==> src/rtl/crossroad_tlc_monitor.sv <==
// Crossroad light-bus monitor: checks encoding, exclusion, N>W>S>E order
// and green/yellow durations; latches a sticky fault code for the supervisor.
module crossroad_tlc_monitor #(
    parameter int GREEN_CYC  = 16,
    parameter int YELLOW_CYC = 4,
    parameter int CNT_W      = 8
) (
    input  logic             clk,
    input  logic             rst,
    input  logic [2:0]       north_light,
    input  logic [2:0]       south_light,
    input  logic [2:0]       east_light,
    input  logic [2:0]       west_light,
    input  logic             fault_clr,
    output logic             fault,
    output logic [2:0]       fault_code,
    output logic [1:0]       active_dir,
    output logic             phase,
    output logic             in_sync,
    output logic [CNT_W-1:0] rotations
);
    localparam logic [2:0] RED = 3'b100;
    localparam logic [2:0] YEL = 3'b010;
    localparam logic [2:0] GRN = 3'b001;
    localparam logic [CNT_W-1:0] G_LEN   = CNT_W'(GREEN_CYC);
    localparam logic [CNT_W-1:0] Y_LEN   = CNT_W'(YELLOW_CYC);
    localparam logic [CNT_W-1:0] CNT_MAX = '1;

    typedef enum logic [1:0] {ST_SYNC, ST_TRACK, ST_FAULT} state_e;

    state_e           state_q, state_d;
    logic             fault_q, fault_d;
    logic [2:0]       code_q, code_d;
    logic [1:0]       dir_q, dir_d;
    logic             ph_q, ph_d;
    logic             sync_q, sync_d;
    logic [CNT_W-1:0] rot_q, rot_d;
    logic [CNT_W-1:0] cnt_q, cnt_d;

    // Indexed by direction code: 0 N, 1 W, 2 S, 3 E
    logic [3:0][2:0] lt;
    logic            enc_err;
    logic [2:0]      nr_cnt;
    logic [1:0]      s_dir;
    logic            s_ph;
    logic            chg;
    logic            legal;
    logic [2:0]      code;

    assign lt = {east_light, south_light, west_light, north_light};

    always_comb begin
        enc_err = 1'b0;
        nr_cnt  = 3'd0;
        s_dir   = 2'd0;
        s_ph    = 1'b0;
        for (int i = 0; i < 4; i++) begin
            if (lt[i] != RED && lt[i] != YEL && lt[i] != GRN) enc_err = 1'b1;
            if (lt[i] != RED) begin
                nr_cnt = nr_cnt + 3'd1;
                s_dir  = 2'(i);
                s_ph   = (lt[i] == YEL);
            end
        end
    end

    assign chg   = (s_dir != dir_q) || (s_ph != ph_q);
    assign legal = ph_q ? (!s_ph && s_dir == dir_q + 2'd1)
                        : (s_ph && s_dir == dir_q);

    // Lowest code wins when several violations hit the same sample
    always_comb begin
        code = 3'd0;
        if (enc_err)               code = 3'd1;
        else if (nr_cnt > 3'd1)    code = 3'd2;
        else if (nr_cnt == 3'd0)   code = 3'd3;
        else if (state_q == ST_TRACK) begin
            if (!chg) begin
                if (!ph_q && cnt_q == G_LEN)      code = 3'd5;
                else if (ph_q && cnt_q == Y_LEN)  code = 3'd6;
            end else if (!legal)                  code = 3'd4;
            else if (!ph_q && cnt_q != G_LEN)     code = 3'd5;
            else if (ph_q && cnt_q != Y_LEN)      code = 3'd6;
        end
    end

    always_comb begin
        state_d = state_q;
        fault_d = fault_q;
        code_d  = code_q;
        dir_d   = dir_q;
        ph_d    = ph_q;
        sync_d  = sync_q;
        rot_d   = rot_q;
        cnt_d   = cnt_q;
        if (fault_clr) begin
            state_d = ST_SYNC;
            fault_d = 1'b0;
            code_d  = 3'd0;
            sync_d  = 1'b0;
        end else if (state_q != ST_FAULT) begin
            if (code != 3'd0) begin
                state_d = ST_FAULT;
                fault_d = 1'b1;
                code_d  = code;
            end else begin
                dir_d = s_dir;
                ph_d  = s_ph;
                if (chg) begin
                    // A legal change out of yellow E can only land on green N
                    if (state_q == ST_TRACK && ph_q && dir_q == 2'd3)
                        rot_d = rot_q + 1'b1;
                    state_d = ST_TRACK;
                    sync_d  = 1'b1;
                    cnt_d   = {{(CNT_W-1){1'b0}}, 1'b1};
                end else if (state_q == ST_TRACK && cnt_q != CNT_MAX) begin
                    cnt_d = cnt_q + 1'b1;
                end
            end
        end
    end

    always_ff @(posedge clk) begin
        if (!rst) begin
            state_q <= ST_SYNC;
            fault_q <= 1'b0;
            code_q  <= 3'd0;
            dir_q   <= 2'd0;
            ph_q    <= 1'b0;
            sync_q  <= 1'b0;
            rot_q   <= '0;
            cnt_q   <= '0;
        end else begin
            state_q <= state_d;
            fault_q <= fault_d;
            code_q  <= code_d;
            dir_q   <= dir_d;
            ph_q    <= ph_d;
            sync_q  <= sync_d;
            rot_q   <= rot_d;
            cnt_q   <= cnt_d;
        end
    end

    assign fault      = fault_q;
    assign fault_code = code_q;
    assign active_dir = dir_q;
    assign phase      = ph_q;
    assign in_sync    = sync_q;
    assign rotations  = rot_q;
endmodule

==> config.mk <==
export PLATFORM = sky130hd
export DESIGN_NAME = crossroad_tlc_monitor
export DESIGN_NICKNAME = d
export VERILOG_FILES = /design/src/rtl/crossroad_tlc_monitor.sv
export SDC_FILE = /design/constraint.sdc
export NUM_CORES = 1
export LEC_CHECK = 0
export ABC_AREA = 0
export BUFFER_PORTS_ARGS = -buffer_cell sky130_fd_sc_hd__buf_4
export CELL_PAD_IN_SITES_DETAIL_PLACEMENT = 1
export CELL_PAD_IN_SITES_GLOBAL_PLACEMENT = 2
export CORE_MARGIN = 5
export CORE_UTILIZATION = 36
export CTS_CLUSTER_DIAMETER = 50
export CTS_CLUSTER_SIZE = 25
export DETAILED_ROUTE_END_ITERATION = 7
export PLACE_DENSITY_LB_ADDON = 0.2
export SKIP_CTS_REPAIR_TIMING = 1
export SLEW_MARGIN = 30
export SYNTH_ARGS = -nofsm -noshare
export SYNTH_HDL_FRONTEND = slang
export SYNTH_SLANG_ARGS = --single-unit
export TNS_END_PERCENT = 20
==> constraint.sdc <==
create_clock -name clk -period 7.4 [get_ports clk]
set_input_delay 0.74 -clock clk [delete_from_list [all_inputs] [get_ports clk]]
set_output_delay 0.74 -clock clk [all_outputs]
set_load 0.02 [all_outputs]
==> results of run 1 <==
-- layout by cell type (no fill, tap or decap), types with 2 or more instances in the layout --
master    instances
or2b_2            4
mux2i_1           8
a31o_2            2
dfxtp_1          26
a21oi_1          21
o21ai_2           2
nand4_1           6
nor3b_1           3
and2b_2           2
xnor2_1           4
a21o_1            2
nor3_1            3
nor4_1            4
nor2_1           18
clkbuf_8          4
nor4b_1           4
or4_1             9
or3b_1            2
a211oi_1          3
o21a_1            3
ha_1              7
o31ai_1           7
nand2_1          15
buf_4            32
inv_1            11
nand3_1           6
or3_1             7
and3_1            2
and2_1            4
nand2b_1          2
o2111a_1          2
nand3b_1          3
o21ai_0          14
-- where the power goes --
| part | internal (mW) | total [mW] | switching, mW |
|---|---|---|---|
| combinational | 0.0182 | 0.0417 | 0.0235 |
| clock | 0.0475 | 0.0920 | 0.0445 |
| sequential | 0.141 | 0.141 | 0.000700 |
| total | 0.207 | 0.275 | 0.0687 |
-- logic make-up (layout without fill, tap and decap cells) --
family	count (synthesis)	in the layout	share of synthesized area
compound gates	72	72	0.257
xor+xnor	5	5	0.0224
fa+ha+maj	7	7	0.0449
buf+inv	21	48	0.0552
flops	26	26	0.267
mux	8	8	0.0411
simple gates	102	102	0.313
-- metrics by stage --
step	setup WS, ns	total power [mW]	cells
6_report	2.73	0.275	338
5_1_grt	2.27	0.292	338
4_1_cts	2.72	0.282	338
3_5_place_dp	2.46	0.187	334
3_3_place_gp	2.59	0.186	334
2_1_floorplan	3.02	0.170	241
-- cell type report --
type	instances	area [um2]	share of cell area
multi-input combinational	194	1330	0.583
inverter	12	45.0	0.0198
clock buffer	4	55.1	0.0242
tap	70	87.6	0.0385
timing repair buffer	32	240	0.106
sequential	26	520	0.229
-- critical path, cell delays in order --
cell and delay (ns):
buf_4 0.13, or3b_1 0.46, ha_1 0.35, xnor2_1 0.34, ha_1 0.31, nor4b_1 0.46, mux2i_1 0.23, a311o_1 0.37
or4_1 0.77, or4_1 0.55, a21oi_1 0.15
-- worst max-delay path by stage --
| stage | start | end | slack (ns) | cells after the start |
|---|---|---|---|---|
| after detailed placement | west_light[1] | rotations[7]$_SDFFE_PN0P_ | 2.46 | 11 |
| final | west_light[1] | rotations[3]$_SDFFE_PN0P_ | 2.73 | 11 |
| after floorplan | west_light[1] | rotations[3]$_SDFFE_PN0P_ | 3.02 | 12 |
| after global placement | west_light[1] | rotations[0]$_SDFFE_PN0P_ | 2.59 | 11 |
| after CTS | west_light[1] | rotations[1]$_SDFFE_PN0P_ | 2.72 | 11 |
| after global routing | west_light[1] | cnt_q[5]$_SDFFE_PN0P_ | 2.27 | 11 |
-- routing by layer --
| metal | vias to the layer above | track usage | share of wire |
|---|---|---|---|
| met5 | - | 0 | 0 |
| met4 | 0 | 0.0175 | 0.0046 |
| met3 | 2 | 0.0306 | 0.027 |
| met2 | 20 | 0.265 | 0.47 |
| met1 | 931 | 0.201 | 0.49 |
| li1 | 971 | - | - |
-- synthesized netlist by cell type (3+ instances only) --
cell / count / area (um2)
nor4b_1: 4 / 35.0
dfxtp_1: 26 / 521
a21oi_1: 21 / 105
or4_1: 9 / 67.6
nor4_1: 4 / 25.0
o21ai_0: 14 / 70.1
nor3_1: 3 / 15.0
nand3_1: 6 / 30.0
xnor2_1: 4 / 35.0
nand3b_1: 3 / 22.5
o21a_1: 3 / 22.5
a211oi_1: 3 / 22.5
and2_1: 4 / 25.0
or2b_2: 4 / 35.0
or3_1: 7 / 43.8
nand2_1: 15 / 56.3
o31ai_1: 7 / 52.6
nor2_1: 18 / 67.6
nor3b_1: 3 / 22.5
mux2i_1: 8 / 80.1
buf_2: 3 / 15.0
ha_1: 7 / 87.6
inv_1: 11 / 41.3
nand4_1: 6 / 37.5
-- sequential cells by signal, indices dropped and copies added (netlist names) --
name,cells
fault,1
fault_code,3
in_sync,1
active_dir,2
phase,1
state_q,2
rotations,8
cnt_q,8
==> metrics, run 1 <==
status finished clean; Slew @ Worst Pin 0.858 ns; First DRT Iteration DRCs 40; worst-path fanout max 16; Seq/Total Area, Yosys 0.267; worst r2r path cells 8; GRT Resource Usage Total 0.153; design area 2270 um2; Layout area overhead 16.6%; CP required 7.60 ns; syn nets 263; Setup Skew 0.00391 ns; FF-to-FF setup slack 4.00 ns; Root Driver clkbuf_8; placed instance area 2220 um2; hpwl dp 4230 um; initial core utilization 0.377; peak supply drop 0.0812 mV; clock-pin slew on the worst setup and hold paths 0.09 ns; leak pwr 0.798 nW; GRT overflow 0; number of diodes 0; GPL Wtd Cong 0.789; Hold WS 0.486 ns; count of cell types in the netlist 63; largest net degree at the start of global routing 18; die area 6990 um2; layout cells sized above 1 0.209; ys async rst share 0; CTS tree done; TritonCTS Buffers 3; Warnings, synthesis 0; Max-Cap Viols 0; RSZ-0062 raised after global routing false; post-route setup TNS 0 ns; relative slew slack 0.428; row cnt 26; IO Count 31; layout net count 291; initial antenna violation count 0; crit end category flop; vias in the first global route 1858; hold endpoint fault_code[2]$_SDFFE_PP0P_; hold crit path type flop to flop; WP data arrival 4.87 ns; H-tree depth 1; post-synthesis register bit count 26; Synth Area per Inst 8.09 um2; CTS max path bufs 2; Core Area 5170 um2; IO Port Bufs 30; number of synthesized flops with an enable pin 0; reg2reg end cnt_q[5]$_SDFFE_PN0P_; Final Core Density 0.440; max-slew violations 0; wire per inst 16.0 um; Die H 83.6 um; Vias 1924; ANT nets after route 0; Hold Vio Cnt, Final 0; Cell Pwr Density 121 nW/um2; clock latency at the later pin of the worst-skew pair 0.27 ns; Post-Synthesis Cell Area 1950 um2; fin crit share 0.631; CP startpoint kind input port; setup violators final 0; die width 83.6 um; Post-Route WL 5400 um; Hold Startpoint fault_code[2]$_SDFFE_PP0P_; Crit Path Category input port to flop; CTS Sinks 26; drt pass-1 iters 4; FILL cells 637; FF-to-FF Start active_dir[1]$_SDFFE_PN0P_; f_max 0.214 GHz; minimum clock period 4.67 ns; residual DRC count 0; global-route wire length before repair 8980 um; Syn Inst Count 241; vias per cell 5.69; WHS Path Cells 2; Top FF cell, synth dfxtp_1
No activity file was read; power rests on OpenSTA's default activity.
==> inputs of run 2 (changes only) <==
Settings changed: CORE_UTILIZATION 36 to 33.
Clock period 7.4 ns to 4.3 ns, I/O delays scaled along.
==> run 2 against run 1 <==
Register-to-register slack worse by 3.1 ns. Count of clock-buffer cells in the layout down 1. Worst setup slack worse by 2.4 ns. Non-clock buffer count up 7. Flip-flop and latch count unchanged. Largest cell class unchanged. Largest power group unchanged.
==> metrics, run 2 (same netlist as run 1, synthesis figures left out) <==
post-route setup TNS 0 ns (unchanged); initial core utilization 0.333 (was 0.377); First DRT Iteration DRCs 58 (was 40); Hold Startpoint rst (was fault_code[2]$_SDFFE_PP0P_); residual DRC count 0 (unchanged); FILL cells 711 (was 637); clock-pin slew on the worst setup and hold paths 0.09 ns (about the same); Pwr Total 0.462 mW (was 0.275 mW); Cell Pwr Density 200 nW/um2 (was 121 nW/um2); global-route wire length before repair 9180 um (was 8980 um); initial antenna violation count 0 (unchanged); max-slew violations 0 (unchanged); WP data arrival 4.15 ns (was 4.87 ns); FF-to-FF setup slack 0.90 ns (was 4.00 ns); Layout area overhead 18.7% (was 16.6%); Hold WS 0.378 ns (was 0.486 ns); layout net count 298 (was 291); Post-Route WL 5460 um (was 5400 um); TritonCTS Buffers 3 (unchanged); worst r2r path cells 10 (was 8); setup violators final 0 (unchanged); FF-to-FF Start cnt_q[0]$_SDFFE_PN0P_ (was active_dir[1]$_SDFFE_PN0P_); CTS Sinks 26 (unchanged); fin crit share 0.917; vias per cell 5.52 (was 5.69); WHS Path Cells 2 (unchanged); ANT nets after route 0 (unchanged); most common library cell in the layout ignoring fill and taps buf_4 (unchanged); number of diodes 0 (unchanged); Hold Vio Cnt, Final 0 (unchanged); design area 2320 um2 (was 2270 um2); hold endpoint phase$_SDFFE_PN0P_ (was fault_code[2]$_SDFFE_PP0P_); GRT overflow 0 (unchanged); # placed instances 346 (was 334); non-filler instance count after layout 349 (was 338); CP startpoint kind input port (unchanged); peak supply drop 0.208 mV (was 0.0812 mV); row cnt 28 (was 26); Sequential Area 520 um2 (unchanged); leak pwr 0.823 nW (was 0.798 nW); most frequent cells in the layout buf_4 (39), dfxtp_1 (26), a21oi_1 (21), nor2_1 (18), nand2_1 (15) (was buf_4 (32), dfxtp_1 (26), a21oi_1 (21), nor2_1 (18), nand2_1 (15)); CTS tree done (unchanged); Die H 86.9 um (was 83.6 um); RSZ-0062 raised after global routing false (unchanged); IO Count 31 (unchanged); CP required 4.51 ns (was 7.60 ns); wire per inst 15.7 um (was 16.0 um); Core Area 5850 um2 (was 5170 um2); drt pass-1 iters 4 (unchanged); layout cells sized above 1 0.223 (was 0.209); Max-Cap Viols 0 (unchanged); die width 86.9 um (was 83.6 um); relative slew slack 0.530 (was 0.428); largest net degree at the start of global routing 17 (was 18); hpwl dp 4260 um (was 4230 um); placed instance area 2270 um2 (was 2220 um2); IO Port Bufs 30 (unchanged); status finished clean (unchanged); minimum clock period 3.94 ns; H-tree depth 1 (unchanged); Multi-input gate area 1320 um2 (was 1330 um2); f_max 0.254 GHz; Setup Skew 0.00383 ns (was 0.00391 ns); GPL Wtd Cong 0.793 (was 0.789); worst-path fanout max 16 (unchanged); clock latency at the later pin of the worst-skew pair 0.27 ns (about the same); crit end category flop (unchanged); Root Driver clkbuf_8 (unchanged); reg2reg end rotations[5]$_SDFFE_PN0P_ (was cnt_q[5]$_SDFFE_PN0P_); CTS max path bufs 2 (unchanged); vias in the first global route 1859 (was 1858); die area 7550 um2 (was 6990 um2); hold crit path type input port to flop (was flop to flop); Crit Path Category input port to flop (unchanged); Slew @ Worst Pin 0.703 ns (was 0.858 ns); GRT Resource Usage Total 0.149 (was 0.153); Vias 1925 (was 1924)
## run 2: cell count changes in the layout (fill, tap and decap cells not counted), sizes merged
cell | before | now
clkbuf | 4 | 3
buf | 32 | 39
## run 2: layer usage
layer,part of all wire,wire (um),GRT usage,vias up
li1,-,-,-,987
met1,0.50,2720,0.205,912
met2,0.46,2530,0.249,24
met3,0.035,190,0.0274,2
met4,0.0053,29,0.0212,0
met5,0,0,0,-
## run 2: worst max path at each step
stage | startpoint | end | slack [ns] | cells after the start
after floorplan | west_light[1] | rotations[6]$_SDFFE_PN0P_ | 0.23 | 12
after global placement | west_light[1] | rotations[5]$_SDFFE_PN0P_ | 0.19 | 11
after detailed placement | west_light[1] | rotations[6]$_SDFFE_PN0P_ | 0.08 | 11
after CTS | west_light[1] | rotations[5]$_SDFFE_PN0P_ | 0.33 | 11
after global routing | west_light[1] | rotations[4]$_SDFFE_PN0P_ | 0.06 | 11
final | west_light[1] | rotations[5]$_SDFFE_PN0P_ | 0.36 | 11
## run 2: power by group
part / total, mW / leakage (nW) / switching [mW] / internal (mW)
clock network: 0.143 / 0.0216 / 0.0797 / 0.0629
logic: 0.0764 / 0.591 / 0.0408 / 0.0356
registers: 0.243 / 0.210 / 0.00108 / 0.242
## run 2: layout make-up
| type | count | area share |
|---|---|---|
| Clock buffer | 3 | 0.0178 |
| Inverter | 12 | 0.0194 |
| Multi-Input combinational cell | 194 | 0.571 |
| Sequential cell | 26 | 0.225 |
| Tap cell | 75 | 0.0405 |
| Timing Repair Buffer | 39 | 0.126 |
## run 2: through the flow
stage	setup slack (ns)	utilization
2_1_floorplan	0.231	-
4_1_cts	0.332	0.396
6_report	0.358	0.396
5_1_grt	0.0558	0.396
3_3_place_gp	0.187	0.389
3_5_place_dp	0.0799	0.389
## run 2: worst max-delay path, cell delays in order
cell and delay, ns:
buf_4 0.13, or3b_1 0.41, ha_1 0.34, xnor2_1 0.22, ha_1 0.26, nor4b_1 0.39, mux2i_1 0.15, a311o_1 0.36
or4_1 0.76, or4_1 0.54, a21oi_1 0.15
